[config.mk]
export PLATFORM = sky130hd
export DESIGN_NAME = usb1_crc5
export DESIGN_NICKNAME = d
export VERILOG_FILES = /design/src/rtl/usb1_pkg.sv /design/src/rtl/usb1_crc5_comb.sv /design/src/rtl/usb1_crc5.sv
export SDC_FILE = /design/constraint.sdc
export NUM_CORES = 1
export LEC_CHECK = 0
export BUFFER_PORTS_ARGS = -buffer_cell sky130_fd_sc_hd__buf_2
export CAP_MARGIN = 30
export CORE_MARGIN = 4
export CORE_UTILIZATION = 44
export DETAILED_ROUTE_END_ITERATION = 7
export GPL_ROUTABILITY_DRIVEN = 0
export PLACE_DENSITY = 0.88
export SYNTH_ARGS = -nofsm -noshare
export SYNTH_HDL_FRONTEND = slang
export SYNTH_HIERARCHICAL = 1
export SYNTH_SLANG_ARGS = --single-unit
[constraint.sdc]
create_clock -name clk -period 4.3 [get_ports clk]
set_clock_uncertainty 0.15 [all_clocks]
set_input_delay 0.645 -clock clk [delete_from_list [all_inputs] [get_ports clk]]
set_output_delay 0.645 -clock clk [all_outputs]
set_load 0.03 [all_outputs]
[src/rtl/usb1_pkg.sv]
// usb1_pkg: shared USB 1.1 CRC5 widths and constants
package usb1_pkg;
    localparam int CRC5_W = 5;
    localparam int CRC5_DW = 11;
    localparam logic [CRC5_W-1:0] CRC5_INIT = 5'h1f;
    localparam logic [CRC5_W-1:0] CRC5_RESIDUAL = 5'b01100;
endpackage

[src/rtl/usb1_crc5_comb.sv]
// usb1_crc5_comb: parallel CRC5 (x^5+x^2+1) XOR network folding 11 payload bits in one step
//   crc_in  [4:0]  current CRC state
//   din     [10:0] payload bits
//   crc_out [4:0]  next CRC state
module usb1_crc5_comb
    import usb1_pkg::*;
(
    input  logic [CRC5_W-1:0]  crc_in,
    input  logic [CRC5_DW-1:0] din,
    output logic [CRC5_W-1:0]  crc_out
);
    assign crc_out[0] = ^{din[10], din[9], din[6], din[5], din[3], din[0], crc_in[0], crc_in[3], crc_in[4]};
    assign crc_out[1] = ^{din[10], din[7], din[6], din[4], din[1], crc_in[0], crc_in[1], crc_in[4]};
    assign crc_out[2] = ^{din[10], din[9], din[8], din[7], din[6], din[3], din[2], din[0], crc_in};
    assign crc_out[3] = ^{din[10], din[9], din[8], din[7], din[4], din[3], din[1], crc_in[4:1]};
    assign crc_out[4] = ^{din[10], din[9], din[8], din[5], din[4], din[2], crc_in[4:2]};
endmodule

[src/rtl/usb1_crc5.sv]
// usb1_crc5: USB 1.1 CRC5 next-state with a valid-qualified registered copy and match flag
//   clk, rst       clock, synchronous active-low reset
//   crc_in, din    CRC state and 11-bit payload
//   in_valid, chk  qualifier for the register stage, expected CRC
//   crc_out        combinational next state
//   crc_q, match_q registered next state and (crc_out == chk), held while in_valid=0
//   out_valid      strobe for crc_q/match_q
module usb1_crc5
    import usb1_pkg::*;
(
    input  logic               clk,
    input  logic               rst,
    input  logic [CRC5_W-1:0]  crc_in,
    input  logic [CRC5_DW-1:0] din,
    input  logic               in_valid,
    input  logic [CRC5_W-1:0]  chk,
    output logic [CRC5_W-1:0]  crc_out,
    output logic [CRC5_W-1:0]  crc_q,
    output logic               out_valid,
    output logic               match_q
);
    logic [CRC5_W-1:0] crc_d;
    logic              match_d;

    usb1_crc5_comb u_comb (
        .crc_in  (crc_in),
        .din     (din),
        .crc_out (crc_out)
    );

    always_comb begin
        crc_d   = in_valid ? crc_out : crc_q;
        match_d = in_valid ? (crc_out == chk) : match_q;
    end

    always_ff @(posedge clk) begin
        if (!rst) begin
            crc_q     <= '0;
            match_q   <= 1'b0;
            out_valid <= 1'b0;
        end else begin
            crc_q     <= crc_d;
            match_q   <= match_d;
            out_valid <= in_valid;
        end
    end
endmodule

==> key figures, run 1 <==
Setup path
  • Critical Path RT: 3.50 ns
  • Crit-path max FO: 3
  • Worst Path Buf+Inv: 2
  • R2R depth: 2
  • WS Path Type: primary input to primary output
  • Worst r2r src: crc_q[0]
  • Critical-path top delay cell: xor3_1
  • CP most frequent cell: buf_2
  • Crit path cell chain: buf_2, xnor2_2, xor3_2, xor3_1, buf_2
  • CP Launch Type: primary input
  • Critical path endpoint category: primary output
  • CP delay by family, top: XOR/XNOR gates
  • CP arrival: 2.08 ns
  • Flop-to-flop setup slack: 3.54 ns
  • RR Endpoint: crc_q[0]
  • CP peak stage delay: 0.45 ns
  • Crit. Startpoint: din[10]

Synthesis
  • Sequential fraction of the synthesis area: 23.6%
  • Ys Warns: 6
  • Mean post-synth cell area: 12.4 um^2
  • Post-synth cell types: 17
  • Mapped Nets: 72
  • Gate Count Post-Synth: 48
  • Post-Synthesis Cell Area: 593 um^2
  • Flops & latches, synth: 7

Floorplan
  • Num ports: 36
  • Die area: 2000 um^2
  • Rows: 12
  • Chip Height: 44.7 um
  • CORE AREA: 1190 um^2
  • Initial Util: 50.0%
  • Die width: 44.7 um

Placed design
  • Final HPWL DP: 938 um
  • Port Buf Inserts: 35
  • Pre-CTS setup slack: 1.42 ns
  • Inst Count DP: 96

GRT
  • Global route overflow: 0
  • Total track usage: 13.0%
  • First-pass GRT wire length: 1910 um
  • Vias in the first global route: 479
  • Pin count of the biggest net entering global routing: 8
  • Initial antenna violation count: 0

Worst hold path
  • Hold Path Sink: match_q
  • Hold path cells: 2
  • Worst hold start: match_q
  • Worst hold path type: flip-flop to flip-flop

CTS
  • Num Clock Sinks: 7
  • Setup Buffers After CTS: 0
  • CTS Buf Count: 3
  • H-tree levels: 1
  • Root buffer cell: clkbuf_4
  • Reg clk slew, reported paths: 0.05 ns
  • CTS tree: yes
  • Max Root-Sink Buffers: 2
  • Post-CTS Resized: 0
  • Clk_lat worst skew: 0.25 ns
  • Hold_buf cts: 0

Power and ir drop
  • Total power: 404 uW
  • VDD IR max: 0.000330 V
  • Cell area power density: 504 nW/um^2
  • Pleak: 0.416 nW

Final layout
  • Non-Filler Instances: 100
  • Core Util, Final: 67.5%
  • ANT cells: 0
  • # fillers: 96
  • Post-layout nets: 111
  • Share of layout cells above drive strength 1: 52.3%
  • Area delta synth->final: 35.0%

STA
  • Final Hold Vio Count: 0
  • F_max: 348 MHz
  • Relative slew slack: 76.8%
  • Final Cycle Share: 66.8%
  • Fin. max-slew vios: 0
  • Setup violation total in the final timing report: 0
  • Tmin final: 2.87 ns
  • Slew at the pin with the worst max-slew slack: 0.345 ns
  • Unrepaired setup endpoints after global routing: false
  • Setup slack after layout: 1.43 ns
  • Post-route setup TNS: 0 ns

Detailed routing
  • DR WL/cell: 11.0 um
  • Drt pass-1 iters: 4
  • Total Wirelength: 1100 um
  • 1st-iter DRT viols: 1
  • Routed vias: 463
  • Via/cell ratio: 4.63
  • Post-DRT Antenna Nets: 0
  • DRC errors left: 0

Outcome
  • Status: finished clean

Job
  • Max-cap viol count: 0
## stage by stage
stage / cell area (um^2) / hold WS (ns)
2_1_floorplan: 593 / 0.466
3_3_place_gp: 774 / 0.323
3_5_place_dp: 774 / 0.321
4_1_cts: 801 / 0.332
5_1_grt: 801 / 0.365
6_report: 801 / 0.331
## registers in the layout, summed over array words and instances (netlist names)
signal,flops
crc_q,5
match_q,1
out_valid,1
## logic make-up after synthesis
| group | after synthesis | synth area share (%) |
|---|---|---|
| DFF | 7 | 23.6 |
| AOI/OAI and AO/OA | 1 | 1.48 |
| buffers and inverters | 1 | 1.90 |
| and+or+nand+nor | 9 | 10.1 |
| muxes | 5 | 8.44 |
| xor gates and xnor gates | 25 | 54.4 |
## cells in the final DEF (no fill, tap or decap)
cell	n
o21ai_2	1
xor3_4	1
xnor2_1	14
xor3_2	1
xnor2_2	1
buf_2	35
and2_4	1
xor2_1	4
dfxtp_1	7
nand2_2	1
nand4_1	1
clkbuf_4	3
xnor3_1	1
xnor3_4	1
mux2i_1	5
clkbuf_1	1
nor2b_1	5
xor3_1	2
nand3b_1	1
## worst max-delay path by stage
stage,slack (ns),depth (start not counted),endpoint
global route,1.34,5,crc_out[3]
CTS,1.41,5,crc_out[3]
detailed placement,1.42,5,crc_out[3]
floorplan,1.54,3,crc_out[4]
finish,1.43,5,crc_out[3]
global placement,1.44,5,crc_out[3]
## synth_stat cells
cell      number  area [um^2]
xnor2_1       14          123
dfxtp_1        7          140
mux2i_1        5         50.1
nor2b_1        5         31.3
xor2_1         4         35.0
xor3_1         2         47.6
and2_4         1         8.76
buf_6          1         11.3
nand2_2        1         6.26
nand3b_1       1         7.51
nand4_1        1         6.26
o21ai_2        1         8.76
xnor2_2        1         16.3
xnor3_1        1         22.5
xnor3_4        1         26.3
xor3_2         1         25.0
xor3_4         1         27.5
## worst register-to-register path, stage by stage, from the launching register on
cell     delay [ns]
dfxtp_1        0.31
mux2i_1        0.13
nor2b_1        0.06
## area by class of cell
| class | count | area (um^2) | share of cell area [%] |
|---|---|---|---|
| timing repair buffer | 35 | 175 | 21.9 |
| tap | 14 | 17.5 | 2.19 |
| sequential | 7 | 140 | 17.5 |
| clock buffer | 4 | 26.3 | 3.28 |
| multi-input combinational | 40 | 442 | 55.2 |
## report_power, final
group          internal [mW]  switching [mW]  total, mW
sequential            0.0764         0.00503     0.0814
clock                 0.0355          0.0251     0.0605
combinational          0.114           0.147      0.262
## per-layer routing
metal	up-vias	wire length, um	GRT usage [%]
li1	238	-	-
met1	195	468	16.4
met2	30	445	19.2
met3	0	184	9.16
met4	0	0	0
met5	-	0	0
Power figures use the tool's default switching activity.
==> inputs of run 2 (changes only) <==
--- a/config.mk
+++ b/config.mk
@@ -8,10 +8,10 @@
 export BUFFER_PORTS_ARGS = -buffer_cell sky130_fd_sc_hd__buf_2
 export CAP_MARGIN = 30
 export CORE_MARGIN = 4
-export CORE_UTILIZATION = 44
+export CORE_UTILIZATION = 37
 export DETAILED_ROUTE_END_ITERATION = 7
 export GPL_ROUTABILITY_DRIVEN = 0
-export PLACE_DENSITY = 0.88
+export PLACE_DENSITY = 0.8
 export SYNTH_ARGS = -nofsm -noshare
 export SYNTH_HDL_FRONTEND = slang
 export SYNTH_HIERARCHICAL = 1
==> constraint.sdc (replaced) <==
create_clock -name clk -period 2.4 [get_ports clk]
set_clock_uncertainty 0.15 [all_clocks]
set_input_delay 0.36 -clock clk [delete_from_list [all_inputs] [get_ports clk]]
set_output_delay 0.36 -clock clk [all_outputs]
set_load 0.03 [all_outputs]
==> run 2 against run 1 <==
  * First-iteration DRC count fell by 100%
  * Largest cell class unchanged
  * Largest power group unchanged
  * Clock-buffer cell count unchanged
  * Final cell count up 3.0%
  * Via count rose by 1.7%
  * Critical path type unchanged
  * Non-clock buffer count is 1 higher
==> key figures, run 2 (synthesized netlist as in run 1, its figures left out) <==
Outcome
  • Status: finished clean

Detailed routing
  • Post-DRT Antenna Nets: 0 (unchanged)
  • Routed vias: 471 (+1.7%)
  • DR WL/cell: 12.7 um (+16%)
  • DRC errors left: 0 (unchanged)
  • Drt pass-1 iters: 1 (-3)
  • 1st-iter DRT viols: 0 (-1)
  • Via/cell ratio: 4.57 (-1.2%)
  • Total Wirelength: 1310 um (+19%)

Setup path
  • CP Launch Type: primary input
  • Critical Path RT: 1.89 ns (-1.61 ns)
  • Critical-path top delay cell: xor3_2
  • Crit path cell chain: buf_2, xnor2_2, xor3_2, xor3_2, buf_2
  • Flop-to-flop setup slack: 1.60 ns (-1.94 ns)
  • CP peak stage delay: 0.45 ns (about the same)
  • Crit-path max FO: 3 (unchanged)
  • WS Path Type: primary input to primary output
  • Critical path endpoint category: primary output
  • CP arrival: 1.81 ns (-0.27 ns)

Placed design
  • Final HPWL DP: 1110 um (+18%)
  • Port Buf Inserts: 35 (unchanged)
  • Cell Area, Placed: 785 um^2 (+1.3%)
  • Inst Count DP: 99 (+3.1%)

CTS
  • Clk_lat worst skew: 0.25 ns (about the same)
  • Reg clk slew, reported paths: 0.05 ns (about the same)
  • Root buffer cell: clkbuf_4
  • Max Root-Sink Buffers: 2 (unchanged)
  • CTS Buf Count: 3 (unchanged)
  • H-tree levels: 1 (unchanged)
  • Num Clock Sinks: 7 (unchanged)
  • CTS tree: yes
  • Hold_buf cts: 0 (unchanged)

Power and ir drop
  • Sequential share of power: 19.8% (-0.4 points)
  • Logic pwr share: 65.7% (+0.9 points)
  • Pleak: 0.422 nW (+1.3%)
  • Cell area power density: 911 nW/um^2 (+81%)
  • VDD IR max: 0.000509 V (+54%)
  • Switching power: 324 uW (+83%)
  • Total power: 740 uW (+83%)
  • Sw Share: 43.8% (-0.21 points)
  • Int Power: 416 uW (+84%)
  • Clock power frac: 14.4% (-0.6 points)

Final layout
  • Design area: 812 um^2 (+1.4%)
  • Largest Register: crc_q
  • Top flop regs: crc_q x5, match_q x1, out_valid x1
  • Area delta synth->final: 36.9%
  • Post-layout nets: 112 (+0.90%)
  • Core Util, Final: 53.9% (-14 points)
  • ANT cells: 0 (unchanged)
  • Non-Filler Instances: 103 (+3.0%)
  • Commonest non-fill, non-tap cell in the layout: buf_2
  • Share of layout cells above drive strength 1: 54.0% (+1.7 points)
  • Largest register FFs: 5 (unchanged)
  • Most frequent cells in the layout: buf_2, xnor2_1, dfxtp_1, mux2i_1, nor2b_1
  • # fillers: 147 (+53%)

STA
  • F_max: 432 MHz
  • Setup violation total in the final timing report: 0 (unchanged)
  • Fin. max-slew vios: 0 (unchanged)
  • Post-route setup TNS: 0 ns (unchanged)
  • Final Cycle Share: 96.5%
  • Final Hold Vio Count: 0 (unchanged)
  • Relative slew slack: 77.0% (+0.17 points)
  • Slew at the pin with the worst max-slew slack: 0.342 ns (-0.00260 ns)
  • Unrepaired setup endpoints after global routing: false
  • Tmin final: 2.32 ns

Job
  • Max-cap viol count: 0 (unchanged)

Floorplan
  • Num ports: 36 (unchanged)
  • Rows: 14 (+2)
  • Die width: 48.0 um (+7.4%)
  • CORE AREA: 1510 um^2 (+27%)
  • Initial Util: 39.4% (-11 points)
  • Die area: 2310 um^2 (+15%)
  • Chip Height: 48.0 um (+7.4%)

GRT
  • Vias in the first global route: 512 (+6.9%)
  • Pin count of the biggest net entering global routing: 8 (unchanged)
  • Initial antenna violation count: 0 (unchanged)
  • First-pass GRT wire length: 2000 um (+4.7%)
  • Total track usage: 12.9% (-0.088 points)
  • Global route overflow: 0 (unchanged)

Worst hold path
  • Worst hold path type: primary input to flip-flop
-- run 2: changes by cell type in the layout (fill, tap and decap cells not counted) --
cell,change
xor3_1,-1
buf_4,+1
xor3_2,+1
-- run 2: path summary, 6_finish.rpt --
check        startpoint         end  cells after the start
min              chk[2]     match_q                      4
min reg2reg     match_q     match_q                      2
max reg2reg    crc_q[3]    crc_q[3]                      2
max             din[10]  crc_out[3]                      5
-- run 2: routing by layer --
layer	wire length [um]	global-route usage, %
met1	431	11.4
met2	714	25.1
met3	162	4.51
met4	0	6.45
met5	0	0
-- run 2: power by group through the flow --
stage	clock network, mW	logic (mW)	registers, mW
2_1_floorplan	0	0.324	0.189
3_5_place_dp	0	0.494	0.148
4_1_cts	0.113	0.497	0.147
5_1_grt	0.121	0.527	0.149
3_3_place_gp	0	0.485	0.147
6_report	0.107	0.487	0.147
-- run 2: per-stage QoR --
stage / hold slack [ns] / setup slack [ns]
floorplan: 0.338 / 0.0683
global placement: 0.322 / 0.103
detailed placement: 0.335 / 0.0356
CTS: 0.260 / 0.0295
global route: 0.273 / 0.0174
finish: 0.262 / 0.0830
-- run 2: final cells by class --
| type | instances | area, um^2 | area share (%) |
|---|---|---|---|
| Multi-Input combinational cell | 40 | 443 | 54.5 |
| Timing Repair Buffer | 36 | 183 | 22.5 |
| Sequential cell | 7 | 140 | 17.3 |
| Clock buffer | 4 | 26.3 | 3.24 |
| Tap cell | 16 | 20.0 | 2.47 |
-- run 2: critical path: cells and delay by family --
kind | cells | cell delay, ns
buf+inv | 2 | 0.32
xor+xnor | 3 | 1.12
-- run 2: repair_timing --
| action | in CTS | in global routing |
|---|---|---|
| buffers inserted | 0 | 0 |
| endpoints found under the hold margin | 0 | 0 |
| resized for setup | 0 | 1 |
| setup endpoints to repair | 0 | 1 |
==> inputs of run 3 (changes only) <==
--- a/config.mk
+++ b/config.mk
@@ -8,10 +8,12 @@
 export BUFFER_PORTS_ARGS = -buffer_cell sky130_fd_sc_hd__buf_2
 export CAP_MARGIN = 30
 export CORE_MARGIN = 4
-export CORE_UTILIZATION = 37
+export CORE_UTILIZATION = 41
 export DETAILED_ROUTE_END_ITERATION = 7
 export GPL_ROUTABILITY_DRIVEN = 0
-export PLACE_DENSITY = 0.8
+export PLACE_DENSITY = 0.84
+export REMOVE_ABC_BUFFERS = 1
+export SKIP_LAST_GASP = 1
 export SYNTH_ARGS = -nofsm -noshare
 export SYNTH_HDL_FRONTEND = slang
 export SYNTH_HIERARCHICAL = 1
==> constraint.sdc (replaced) <==
create_clock -name clk -period 2.2 [get_ports clk]
set_clock_uncertainty 0.15 [all_clocks]
set_input_delay 0.33 -clock clk [delete_from_list [all_inputs] [get_ports clk]]
set_output_delay 0.33 -clock clk [all_outputs]
set_load 0.03 [all_outputs]
==> run 3 against run 2 <==
  * The flow now finishes with violations (negative setup slack)
  * Sequential power grew 8%
  * Register-to-register slack lost 0.15 ns
  * Flip-flop and latch count is the same
  * Wire length grew 0.23%
  * Sequential share of layout area shrank 0.49 points
  * Cell area grew 2.9%
  * Highest routed layer is now met4
==> key figures, run 3 (synthesized netlist as in run 1, its figures left out) <==
GRT
  • First-pass GRT wire length: 2010 um (+0.65%)
  • Total track usage: 13.4% (+0.48 points)
  • Initial antenna violation count: 0 (unchanged)
  • Vias in the first global route: 507 (-0.98%)
  • Pin count of the biggest net entering global routing: 8 (unchanged)
  • Global route overflow: 0 (unchanged)

STA
  • Final Cycle Share: 100%
  • Setup slack after layout: -0.00394 ns (-0.0870 ns)
  • Slew at the pin with the worst max-slew slack: 0.326 ns (-0.0166 ns)
  • Fin. max-slew vios: 0 (unchanged)
  • F_max: 454 MHz
  • Post-route setup TNS: -0.00394 ns (-0.00394 ns)
  • Setup violation total in the final timing report: 1 (+1)
  • Unrepaired setup endpoints after global routing: true
  • Hold Slack: 0.233 ns (-0.0291 ns)
  • Relative slew slack: 78.1% (+1.1 points)
  • Final Hold Vio Count: 0 (unchanged)
  • Tmin final: 2.20 ns

Detailed routing
  • Via/cell ratio: 4.54 (-0.73%)
  • Post-DRT Antenna Nets: 0 (unchanged)
  • Total Wirelength: 1310 um (+0.23%)
  • DR WL/cell: 12.8 um (+1.2%)
  • Routed vias: 463 (-1.7%)
  • DRC errors left: 0 (unchanged)
  • 1st-iter DRT viols: 0 (unchanged)
  • Drt pass-1 iters: 1 (unchanged)

Floorplan
  • CORE AREA: 1330 um^2 (-11%)
  • Rows: 13 (-1)
  • Chip Height: 46.0 um (-4.2%)
  • Initial Util: 44.5% (+5.1 points)
  • Die area: 2120 um^2 (-8.2%)
  • Die width: 46.0 um (-4.2%)
  • Num ports: 36 (unchanged)

Setup path
  • Crit-path max FO: 3 (unchanged)
  • R2R depth: 2 (unchanged)
  • Worst r2r src: crc_q[0]
  • CP most frequent cell: buf_2
  • CP delay by family, top: XOR/XNOR gates
  • Critical Path RT: 1.72 ns (-0.17 ns)
  • Critical path endpoint category: primary output
  • Crit path cell chain: buf_2, xnor2_2, xor3_2, xor3_4, buf_2
  • Flop-to-flop setup slack: 1.45 ns (-0.15 ns)
  • Worst Path Buf+Inv: 2 (unchanged)
  • CP arrival: 1.72 ns (-0.09 ns)
  • WS Path Type: primary input to primary output
  • CP Launch Type: primary input
  • RR Endpoint: crc_q[0]
  • Critical-path top delay cell: xor3_2
  • CP peak stage delay: 0.51 ns (+0.06 ns)
  • Crit. Startpoint: din[10]

Placed design
  • Final HPWL DP: 1030 um (-6.8%)
  • Port Buf Inserts: 35 (unchanged)
  • Cell Area, Placed: 783 um^2 (-0.16%)
  • Inst Count DP: 98 (-1.0%)
  • Pre-CTS setup slack: -0.0584 ns (-0.0940 ns)

Power and ir drop
  • VDD IR max: 0.000627 V (+23%)
  • Sequential share of power: 19.7% (about the same)
  • Cell area power density: 962 nW/um^2 (+5.6%)
  • Total power: 804 uW (+8.7%)
  • Switching power: 352 uW (+8.7%)
  • Sw Share: 43.8% (about the same)
  • Pleak: 0.430 nW (+2.0%)
  • Clock power frac: 14.1% (-0.3 points)
  • Int Power: 452 uW (+8.7%)
  • Logic pwr share: 66.2% (+0.5 points)

Final layout
  • Top flop regs: crc_q x5, match_q x1, out_valid x1
  • Largest register FFs: 5 (unchanged)
  • Non-Filler Instances: 102 (-0.97%)
  • Area delta synth->final: 40.9%
  • # fillers: 126 (-14%)
  • Most frequent cells in the layout: buf_2, xnor2_1, dfxtp_1, mux2i_1, nor2b_1
  • Design area: 836 um^2 (+2.9%)
  • Post-layout nets: 112 (unchanged)
  • Share of layout cells above drive strength 1: 57.5% (+3.4 points)
  • Largest Register: crc_q
  • Commonest non-fill, non-tap cell in the layout: buf_2
  • ANT cells: 0 (unchanged)
  • Core Util, Final: 62.7% (+8.8 points)

CTS
  • Reg clk slew, reported paths: 0.05 ns (about the same)
  • CTS tree: yes
  • Max Root-Sink Buffers: 2 (unchanged)
  • Root buffer cell: clkbuf_4
  • H-tree levels: 1 (unchanged)
  • Num Clock Sinks: 7 (unchanged)
  • Clk_lat worst skew: 0.24 ns (about the same)
  • CTS Buf Count: 3 (unchanged)
  • Setup Buffers After CTS: 0 (unchanged)

Outcome
  • Status: finished, violations left
  • Failing checks: negative setup slack

Worst hold path
  • Worst hold start: chk[2]
  • Worst hold path type: primary input to flip-flop
  • Hold Path Sink: match_q
  • Hold path cells: 4 (unchanged)

Job
  • Max-cap viol count: 0 (unchanged)
==> run 3: layout make-up <==
class	instances	area, um^2	area share (%)
tap	15	18.8	2.25
multi-input combinational	40	465	55.7
timing repair buffer	36	185	22.2
clock buffer	4	26.3	3.14
sequential	7	140	16.8
==> run 3: worst max path at each step <==
stage                       to  slack, ns  cells past startpoint
floorplan              match_q      -0.10                      6
global placement    crc_out[3]      -0.01                      5
detailed placement  crc_out[3]      -0.06                      5
CTS                 crc_out[3]      -0.07                      5
global route        crc_out[0]      -0.05                      5
finish              crc_out[0]     -0.004                      5
==> run 3: tightest hold or removal path: stages <==
cell and delay (ns):
buf_2 0.08, xnor2_1 0.06, nand2_2 0.07, o21ai_2 0.04
==> run 3: layer usage <==
metal / share of wire [%] / track usage [%] / vias to the layer above
met2: 53 / 24.2 / 24
met5: 0 / 0 / -
met1: 37 / 14.3 / 204
li1: - / - / 233
met3: 9.3 / 1.58 / 2
met4: 0.84 / 8.52 / 0
==> run 3: timing repair <==
item,in CTS,in global routing
endpoints found under the setup margin,2,3
resized for setup,1,4
pin swaps,0,3
hold buffers,0,0
==> run 3: power groups by stage <==
stage               sequential (mW)  clock [mW]  combinational [mW]
global route                  0.162       0.123               0.572
CTS                           0.159       0.119               0.528
floorplan                     0.206           0               0.350
global placement              0.161           0               0.514
finish                        0.159       0.113               0.533
detailed placement            0.161           0               0.520
